`src/rtl/pwm_duty_ramp_ctrl_if.sv`:
```
// pwm_duty_ramp_ctrl_if: target-duty valid/ready handshake into the ramp controller
interface pwm_duty_ramp_ctrl_if #(
    parameter int DUTY_W = 4
);
    logic              tgt_valid;
    logic [DUTY_W-1:0] tgt_duty;
    logic              tgt_ready;
    modport master (output tgt_valid, tgt_duty, input tgt_ready);
    modport slave (input tgt_valid, tgt_duty, output tgt_ready);
endinterface

```
`src/rtl/pwm_duty_ramp_ctrl.sv`:
```
// pwm_duty_ramp_ctrl: steps the PWM duty setpoint toward a target one code per STEP_PERIODS periods
module pwm_duty_ramp_ctrl #(
    parameter int DUTY_W       = 4,
    parameter int DUTY_MAX     = 10,
    parameter int INIT_DUTY    = 5,
    parameter int STEP_PERIODS = 4,
    parameter int CNT_W        = 8
) (
    input  logic                   clk,
    input  logic                   reset,
    input  logic                   pwm_period_end,
    input  logic                   estop,
    pwm_duty_ramp_ctrl_if.slave    tgt,
    output logic [DUTY_W-1:0]      duty,
    output logic                   duty_update,
    output logic                   busy,
    output logic                   done,
    output logic                   err_range
);
    typedef enum logic [1:0] {IDLE, RAMP_UP, RAMP_DOWN, ESTOP} state_t;
    localparam logic [DUTY_W-1:0] MAX  = DUTY_W'(DUTY_MAX);
    localparam logic [DUTY_W-1:0] INIT = DUTY_W'(INIT_DUTY);
    localparam logic [CNT_W-1:0]  LAST = CNT_W'(STEP_PERIODS - 1);
    state_t state, state_n;
    logic [DUTY_W-1:0] target, target_n, duty_n, eff, step;
    logic [CNT_W-1:0] cnt, cnt_n;
    logic upd_n, done_n, err_n;
    assign tgt.tgt_ready = (state == IDLE) && !estop;
    assign busy = state != IDLE;
    assign eff = tgt.tgt_duty > MAX ? MAX : tgt.tgt_duty;
    assign step = state == RAMP_UP ? duty + DUTY_W'(1) : duty - DUTY_W'(1);
    always_comb begin
        state_n = state;
        duty_n = duty;
        target_n = target;
        cnt_n = cnt;
        upd_n = 1'b0;
        done_n = 1'b0;
        err_n = 1'b0;
        if (estop) begin
            state_n = ESTOP;
            duty_n = '0;
            target_n = '0;
            cnt_n = '0;
            upd_n = duty != '0;
        end else if (state == ESTOP) begin
            state_n = IDLE;
            cnt_n = '0;
        end else if (state == IDLE) begin
            if (tgt.tgt_valid) begin
                target_n = eff;
                cnt_n = '0;
                err_n = tgt.tgt_duty > MAX;
                done_n = eff == duty;
                state_n = eff > duty ? RAMP_UP : eff < duty ? RAMP_DOWN : IDLE;
            end
        end else if (pwm_period_end) begin
            // the step that lands on the target also closes the ramp in the same cycle
            if (cnt == LAST) begin
                duty_n = step;
                upd_n = 1'b1;
                cnt_n = '0;
                done_n = step == target;
                state_n = step == target ? IDLE : state;
            end else begin
                cnt_n = cnt + CNT_W'(1);
            end
        end
    end
    always_ff @(posedge clk or negedge reset) begin
        if (!reset) begin
            state <= IDLE;
            duty <= INIT;
            target <= INIT;
            cnt <= '0;
            duty_update <= 1'b0;
            done <= 1'b0;
            err_range <= 1'b0;
        end else begin
            state <= state_n;
            duty <= duty_n;
            target <= target_n;
            cnt <= cnt_n;
            duty_update <= upd_n;
            done <= done_n;
            err_range <= err_n;
        end
    end
endmodule

```
`src/flat_wrapper.sv`:
```
// flat-port wrapper written by rule: the top's interface ports become plain ports
module pwm_duty_ramp_ctrl_flat 
#(
    parameter int DUTY_W       = 4,
    parameter int DUTY_MAX     = 10,
    parameter int INIT_DUTY    = 5,
    parameter int STEP_PERIODS = 4,
    parameter int CNT_W        = 8
)
  (clk, reset, pwm_period_end, estop, duty, duty_update, busy, done, err_range, tgt_tgt_valid, tgt_tgt_duty, tgt_tgt_ready);
  pwm_duty_ramp_ctrl_if #(.DUTY_W(DUTY_W)) tgt_i ();
  input  logic clk;
  input  logic reset;
  input  logic pwm_period_end;
  input  logic estop;
  output logic [DUTY_W-1:0] duty;
  output logic duty_update;
  output logic busy;
  output logic done;
  output logic err_range;
  input wire logic [$bits(tgt_i.tgt_valid)-1:0] tgt_tgt_valid;
  input wire logic [$bits(tgt_i.tgt_duty)-1:0] tgt_tgt_duty;
  output wire logic [$bits(tgt_i.tgt_ready)-1:0] tgt_tgt_ready;
  assign tgt_i.tgt_valid = tgt_tgt_valid;
  assign tgt_i.tgt_duty = tgt_tgt_duty;
  assign tgt_tgt_ready = tgt_i.tgt_ready;
  pwm_duty_ramp_ctrl #(.DUTY_W(DUTY_W), .DUTY_MAX(DUTY_MAX), .INIT_DUTY(INIT_DUTY), .STEP_PERIODS(STEP_PERIODS), .CNT_W(CNT_W)) u_core (.clk(clk), .reset(reset), .pwm_period_end(pwm_period_end), .estop(estop), .tgt(tgt_i), .duty(duty), .duty_update(duty_update), .busy(busy), .done(done), .err_range(err_range));
endmodule
```
`config.mk`:
```
export PLATFORM = sky130hd
export DESIGN_NAME = pwm_duty_ramp_ctrl_flat
export DESIGN_NICKNAME = d
export VERILOG_FILES = /design/src/rtl/pwm_duty_ramp_ctrl_if.sv /design/src/rtl/pwm_duty_ramp_ctrl.sv /design/src/flat_wrapper.sv
export SDC_FILE = /design/constraint.sdc
export NUM_CORES = 1
export LEC_CHECK = 0
export CAP_MARGIN = 20
export CORE_ASPECT_RATIO = 1.75
export CORE_MARGIN = 2
export CORE_UTILIZATION = 47
export DETAILED_ROUTE_END_ITERATION = 8
export PLACE_DENSITY = 0.69
export SLEW_MARGIN = 25
export SYNTH_ARGS = -nofsm -noshare
export SYNTH_HDL_FRONTEND = slang
export SYNTH_SLANG_ARGS = --single-unit
```
`constraint.sdc`:
```
create_clock -name clk -period 2.9 [get_ports clk]
set_input_delay 0.435 -clock clk [delete_from_list [all_inputs] [get_ports clk]]
set_output_delay 0.435 -clock clk [all_outputs]
set_load 0.005 [all_outputs]
```
==> results.sh, run 1 <==
export IMPL_run_status="finished, final reports clean"
export IMPL_die_height_um=77.0
export IMPL_worst_r2r_dst="u_core.state[1]$_DFFE_PN0P_"
export IMPL_synth_area_um2=1430
export IMPL_r2r_worst_path_cells=9
export IMPL_track_usage=0.212
export IMPL_drcViolationCount=0
export IMPL_postCtsHoldBufs=0
export IMPL_ir_worst_vdd_uv=367
export IMPL_synthesis_area_per_instance_um2=9.74
export IMPL_cell_variety_after_synth=45
export IMPL_r2r_start="u_core.state[1]$_DFFE_PN0P_"
export IMPL_count_of_input_and_output_buffers=17
export IMPL_pwr_density_cell_nw_per_um2=599
export IMPL_tritoncts_num_sinks=21
export IMPL_initial_antenna_violation_count=0
export IMPL_core_um2=2930
export IMPL_synth_compound_area_frac=0.172
export IMPL_gr_total_overflow=0
export IMPL_gp_congestion=0.853
export IMPL_cts_htree_levels=1
export IMPL_num_nets_final=187
export IMPL_drt_wl_total_um=3300
export IMPL_finalSetupTns_ns=0
export IMPL_tightestPinTransition_ns=0.520
export IMPL_final_min_period_over_clock_period=0.843
export IMPL_postLayoutCellArea_um2=1660
export IMPL_ys_flop_type="dfrtp_1"
export IMPL_detail_route_first_pass_iterations=4
export IMPL_hold_viol_final=0
export IMPL_slew_limit_headroom=0.653
export IMPL_multiplexer_share_of_the_synthesized_area=0.0210
export IMPL_critPathKind="reg2reg"
export IMPL_die_width_um=45.7
export IMPL_rsz0062_at_grt="false"
export IMPL_required_ns=3.09
export IMPL_grt_max_degree=22
export IMPL_drt_iter0_drc=22
export IMPL_ff2ff_setup_slack_ns=0.45
export IMPL_post_synth_fa_ha_maj_area_fraction=0.110
export IMPL_wl_per_cell_um=17.1
export IMPL_die_area_um2=3520
export IMPL_clk_path_buf_depth=2
export IMPL_critical_path_arrival_ns=2.64
export IMPL_seq_area_frac_synth=0.371
export IMPL_critical_path_max_stage_delay_ns=0.42
export IMPL_drive_above_1_share=0.115
export IMPL_initial_core_util=0.489
export IMPL_ys_ff_latch=21
export IMPL_synth_xor_area_share=0.0734
export IMPL_power_leakage_nw=0.695
export IMPL_report_power_total_uw=996
export IMPL_crit_path_start_kind="flop"
export IMPL_achievable_frequency_mhz=409
export IMPL_syn_to_final_growth_pct=16.1
export IMPL_synth_fp_nets=168
export IMPL_post_synthesis_simple_gate_area_fraction=0.208
export IMPL_cts_tree="yes"
export IMPL_avgViaCountPerCell=6.04
export IMPL_ioPinCount=18
export IMPL_fin_worst_skew_ns=0.00142
export IMPL_final_max_slew_viol_count=0
export IMPL_synth_top_cell_by_area="dfrtp_1"
export IMPL_core_rowCount=26
export IMPL_yosys_warnings=0
export IMPL_critical_path_cell_chain="inv_1, ha_1, inv_1, ha_1, xor2_1, xor2_1, and4_4, a31o_1, mux2i_1"
export IMPL_post_synth_inst_count=147
export IMPL_setup_violations=0
export IMPL_cap_violations=0
export IMPL_place_detailed_hpwl_um=2580
export IMPL_final_period_minus_worst_setup_slack_ns=2.45
export IMPL_biggest_area_contributors_in_the_synthesized_netlist="dfrtp_1 30%, ha_1 9.6%, dfstp_2 7.3%"
export IMPL_route_vias_total=1165
export IMPL_setup_worst_path_end_class="flop"
export IMPL_antenna_cells=0
export IMPL_clock_insertion_delay_worst_skew_ns=0.26
export IMPL_post_synth_top_area_fraction=0.297
export IMPL_grt_first_pass_wirelength_um=5510
export IMPL_count_of_instances_resized_after_the_clock_tree_is_built=0
export IMPL_final_fill_count=268
export IMPL_critical_path_slowest_cell="dfrtp_1"
export IMPL_cts_root_buffer_cell="clkbuf_8"
export IMPL_postCtsSetupRepairBufs=0
export IMPL_crit_fanout=4
export IMPL_async_reset_ff_frac=1.00
export IMPL_tritoncts_num_buffers=3
export IMPL_ant_nets=0
export IMPL_hold_path_class="in2async"
export IMPL_post_dp_cell_area_um2=1620
export IMPL_grt_pass1_vias=1201
export IMPL_dominant_combinational_cell_family_by_area_after_synthesis="simple AND/OR/NAND/NOR gates"
export IMPL_synth_enable_flop_cells=0
export IMPL_clk_transition_reported_paths_ns=0.07
layer usage:
layer | vias to the layer above | GRT usage | wire length [um]
li1 | 553 | - | -
met1 | 568 | 0.241 | 1270
met2 | 35 | 0.375 | 1850
met3 | 9 | 0.0235 | 97
met4 | 0 | 0.0886 | 88
met5 | - | 0 | 0
synthesized netlist by cell type, types with 2 or more instances:
library cell	count
nor2_1	18
dfrtp_1	17
ha_1	11
inv_1	11
nand2_1	10
a21oi_1	9
xor2_1	7
o21ai_0	5
xnor2_1	5
dfstp_2	4
clkbuf_1	3
mux2i_1	3
nor3_1	3
or3_1	3
a21o_1	2
a31oi_1	2
nand3_1	2
nand4_1	2
nor2b_1	2
o2111ai_1	2
o21a_1	2
critical path: cells and delay by family (launching register included):
kind | cells | cell delay (ns)
adders and majority gates | 2 | 0.63
muxes | 1 | 0.19
AOI/OAI and AO/OA | 1 | 0.19
xor gates and xnor gates | 2 | 0.44
buffers and inverters | 2 | 0.22
DFF | 1 | 0.42
and+or+nand+nor | 1 | 0.27
cells in the final DEF (no fill, tap or decap), types with 2 or more instances in the layout:
cell type,Yosys,layout
nand2_1,10,10
dfrtp_1,17,17
nor2_1,18,18
ha_1,11,11
o21ai_0,5,5
mux2i_1,3,3
nor3_1,3,3
xor2_1,7,7
or3_1,3,3
clkdlybuf4s50_1,0,16
dfstp_2,4,4
o2111ai_1,2,2
a21oi_1,9,9
clkbuf_8,0,3
a21o_1,2,2
nand3_1,2,2
inv_1,11,11
xnor2_1,5,5
o21a_1,2,2
nand4_1,2,2
nor2b_1,2,2
a31oi_1,2,2
metrics by stage:
stage / util / hold slack (ns) / instances / setup slack (ns)
after floorplan: - / 0.139 / 147 / 0.815
after global placement: 0.554 / 0.468 / 189 / 0.417
after detailed placement: 0.554 / 0.474 / 189 / 0.325
after CTS: 0.569 / 0.485 / 193 / 0.466
after global routing: 0.568 / 0.147 / 193 / 0.351
final: 0.568 / 0.118 / 193 / 0.454
where the power goes:
group	switching (mW)	total [mW]	internal, mW
Sequential	0.0351	0.356	0.321
Combinational	0.264	0.445	0.180
Clock	0.0971	0.195	0.0981
flip-flops by register name, indices dropped and copies added (netlist names):
register	flops
u_core.duty_update	1
u_core.target	4
u_core.done	1
u_core.state	2
u_core.duty	4
u_core.err_range	1
u_core.cnt	8
kinds of logic after synthesis:
| kind of cell | count (synthesis) |
|---|---|
| xor gates and xnor gates | 12 |
| and+or+nand+nor | 51 |
| AOI/OAI and AO/OA | 33 |
| DFF | 21 |
| muxes | 3 |
| buffers and inverters | 15 |
| adders and majority gates | 12 |
layout make-up:
class                      count  area, um^2  share of cell area
timing repair buffer          18         173               0.104
tap                           28        35.0              0.0211
sequential                    21         531               0.319
multi-input combinational    111         837               0.504
clock buffer                   4        45.0              0.0271
inverter                      11        41.3              0.0248
worst max-delay path by stage:
stage | start | end
floorplan | u_core.duty[0]$_DFFE_PN1P_ | u_core.state[1]$_DFFE_PN0P_
global placement | tgt_tgt_duty[0] | u_core.state[1]$_DFFE_PN0P_
detailed placement | tgt_tgt_duty[0] | u_core.state[1]$_DFFE_PN0P_
CTS | u_core.state[1]$_DFFE_PN0P_ | u_core.state[1]$_DFFE_PN0P_
global route | u_core.state[1]$_DFFE_PN0P_ | u_core.state[1]$_DFFE_PN0P_
finish | u_core.state[1]$_DFFE_PN0P_ | u_core.state[1]$_DFFE_PN0P_
Note: power is estimated with default switching activity, not from simulation.
==> run 2, diff against run 1 <==
clock period = 2.5 ns   (was 2.9 ns; I/O delays follow)
==> results.sh, run 2 (synthesis gave the netlist of run 1 again) <==
export IMPL_final_period_minus_worst_setup_slack_ns=2.38
export IMPL_setup_violations=0
export IMPL_drt_iter0_drc=28
export IMPL_slew_limit_headroom=0.609
export IMPL_pwr_density_cell_nw_per_um2=685
export IMPL_syn_to_final_growth_pct=19.0
export IMPL_finalSetupTns_ns=0
export IMPL_top_register="u_core.cnt"
export IMPL_route_vias_total=1172
export IMPL_wl_per_cell_um=17.1
export IMPL_hold_viol_final=0
export IMPL_tightestPinTransition_ns=0.587
export IMPL_postCtsHoldBufs=0
export IMPL_clk_transition_reported_paths_ns=0.08
export IMPL_grt_pass1_vias=1287
export IMPL_initial_antenna_violation_count=0
export IMPL_cts_tree="yes"
export IMPL_dp_worst_setup_slack_ns=0.0394
export IMPL_r2r_worst_path_cells=9
export IMPL_count_of_instances_resized_after_the_clock_tree_is_built=0
export IMPL_core_um2=2930
export IMPL_clk_path_buf_depth=2
export IMPL_place_detailed_hpwl_um=2710
export IMPL_largest_registers="u_core.cnt x8, u_core.duty x4, u_core.target x4"
export IMPL_die_height_um=77.0
export IMPL_largest_register_ffs=8
export IMPL_ioPinCount=18
export IMPL_critical_path_arrival_ns=2.58
export IMPL_crit_fanout=4
export IMPL_rsz0062_at_grt="false"
export IMPL_drive_above_1_share=0.148
export IMPL_fin_worst_skew_ns=0.00170
export IMPL_critPathKind="reg2reg"
export IMPL_layout_cells_non_filler=197
export IMPL_power_net_switching_uw=467
export IMPL_drt_wl_total_um=3360
export IMPL_gp_congestion=0.813
export IMPL_grt_met3_usage=0.0212
export IMPL_core_rowCount=26
export IMPL_grt_first_pass_wirelength_um=5620
export IMPL_groute_layer_met2_usage=0.411
export IMPL_final_min_period_over_clock_period=0.954
export IMPL_ant_nets=0
export IMPL_drcViolationCount=0
export IMPL_die_width_um=45.7
export IMPL_clock_insertion_delay_worst_skew_ns=0.26
export IMPL_power_leakage_nw=0.713
export IMPL_final_max_slew_viol_count=0
export IMPL_track_usage=0.214
export IMPL_gr_max_usage_layer="met2"
export IMPL_power_frac_comb=0.456
export IMPL_die_area_um2=3520
export IMPL_setup_worst_path_end_class="flop"
export IMPL_required_ns=2.69
export IMPL_mostFrequentLayoutCells="18 x nor2_1, 17 x clkdlybuf4s50_1, 17 x dfrtp_1"
export IMPL_postCtsSetupRepairBufs=0
export IMPL_initial_core_util=0.489
export IMPL_intPower_uw=699
export IMPL_p_seq_frac=0.350
export IMPL_p_clk_frac=0.194
export IMPL_final_setup_worst_slack_ns=0.116
export IMPL_avgViaCountPerCell=5.95
export IMPL_met1_usage=0.221
export IMPL_cts_root_buffer_cell="clkbuf_8"
export IMPL_achievable_frequency_mhz=419
export IMPL_hold_path_class="in2async"
export IMPL_count_of_input_and_output_buffers=17
export IMPL_antenna_cells=0
export IMPL_final_fill_count=238
export IMPL_num_nets_final=191
export IMPL_tritoncts_num_sinks=21
export IMPL_cts_htree_levels=1
export IMPL_tritoncts_num_buffers=3
export IMPL_run_status="finished, final reports clean"
export IMPL_cap_violations=0
export IMPL_detail_route_first_pass_iterations=4
export IMPL_layout_cells_most_common="nor2_1"
export IMPL_gr_total_overflow=0
export IMPL_grt_max_degree=22
export IMPL_placed_cells_incl_taps=193
export IMPL_netSwitchingFraction=0.400
export IMPL_ir_worst_vdd_uv=462
export IMPL_crit_path_start_kind="flop"
==> run 2: final timing paths <==
path,to,start,slack [ns]
worst max-delay path,u_core.state[1]$_DFFE_PN0P_,u_core.state[1]$_DFFE_PN0P_,0.12
worst min-delay path,u_core.err_range$_DFF_PN0_,reset,0.45
worst max register to register,u_core.state[1]$_DFFE_PN0P_,u_core.state[1]$_DFFE_PN0P_,0.12
worst min register to register,u_core.target[0]$_DFFE_PN1P_,u_core.target[0]$_DFFE_PN1P_,0.48
max in group asynchronous,u_core.duty[0]$_DFFE_PN1P_,reset,1.77
min in group clk,u_core.target[0]$_DFFE_PN1P_,u_core.target[0]$_DFFE_PN1P_,0.48
==> run 2: power groups by stage <==
| stage | logic (mW) | clock network, mW | registers (mW) |
|---|---|---|---|
| 2_1_floorplan | 0.394 | 0 | 0.406 |
| 3_3_place_gp | 0.490 | 0 | 0.412 |
| 3_5_place_dp | 0.524 | 0 | 0.414 |
| 4_1_cts | 0.527 | 0.234 | 0.407 |
| 5_1_grt | 0.580 | 0.244 | 0.411 |
| 6_report | 0.531 | 0.226 | 0.408 |
==> run 2: final cells by class <==
cell class	instances	area [um^2]	area share
timing repair buffer	22	208	0.122
inverter	11	41.3	0.0242
sequential	21	531	0.312
multi-input combinational	111	842	0.494
tap	28	35.0	0.0206
clock buffer	3	41.3	0.0242
clock inverter	1	5.00	0.00294
==> run 2: metrics by stage <==
step / utilization / area, um^2 / hold WS [ns] / power [mW]
2_1_floorplan: - / 1430 / 0.0794 / 0.800
3_3_place_gp: 0.564 / 1650 / 0.468 / 0.902
4_1_cts: 0.580 / 1700 / 0.457 / 1.17
3_5_place_dp: 0.564 / 1650 / 0.473 / 0.937
5_1_grt: 0.582 / 1700 / 0.495 / 1.24
6_report: 0.582 / 1700 / 0.448 / 1.17
==> run 2: critical path, stage by stage (launching register included) <==
cell and delay, ns:
dfrtp_1 0.42, inv_1 0.12, ha_2 0.27, inv_1 0.09, ha_1 0.32, xor2_1 0.23
xor2_1 0.20, and4_4 0.28, a31o_1 0.19, mux2i_1 0.18
==> run 2: routing by layer <==
layer | wire length, um | vias up | share of wire
li1 | - | 561 | -
met1 | 1230 | 575 | 0.37
met2 | 1990 | 32 | 0.59
met3 | 101 | 4 | 0.030
met4 | 34 | 0 | 0.010
met5 | 0 | - | 0
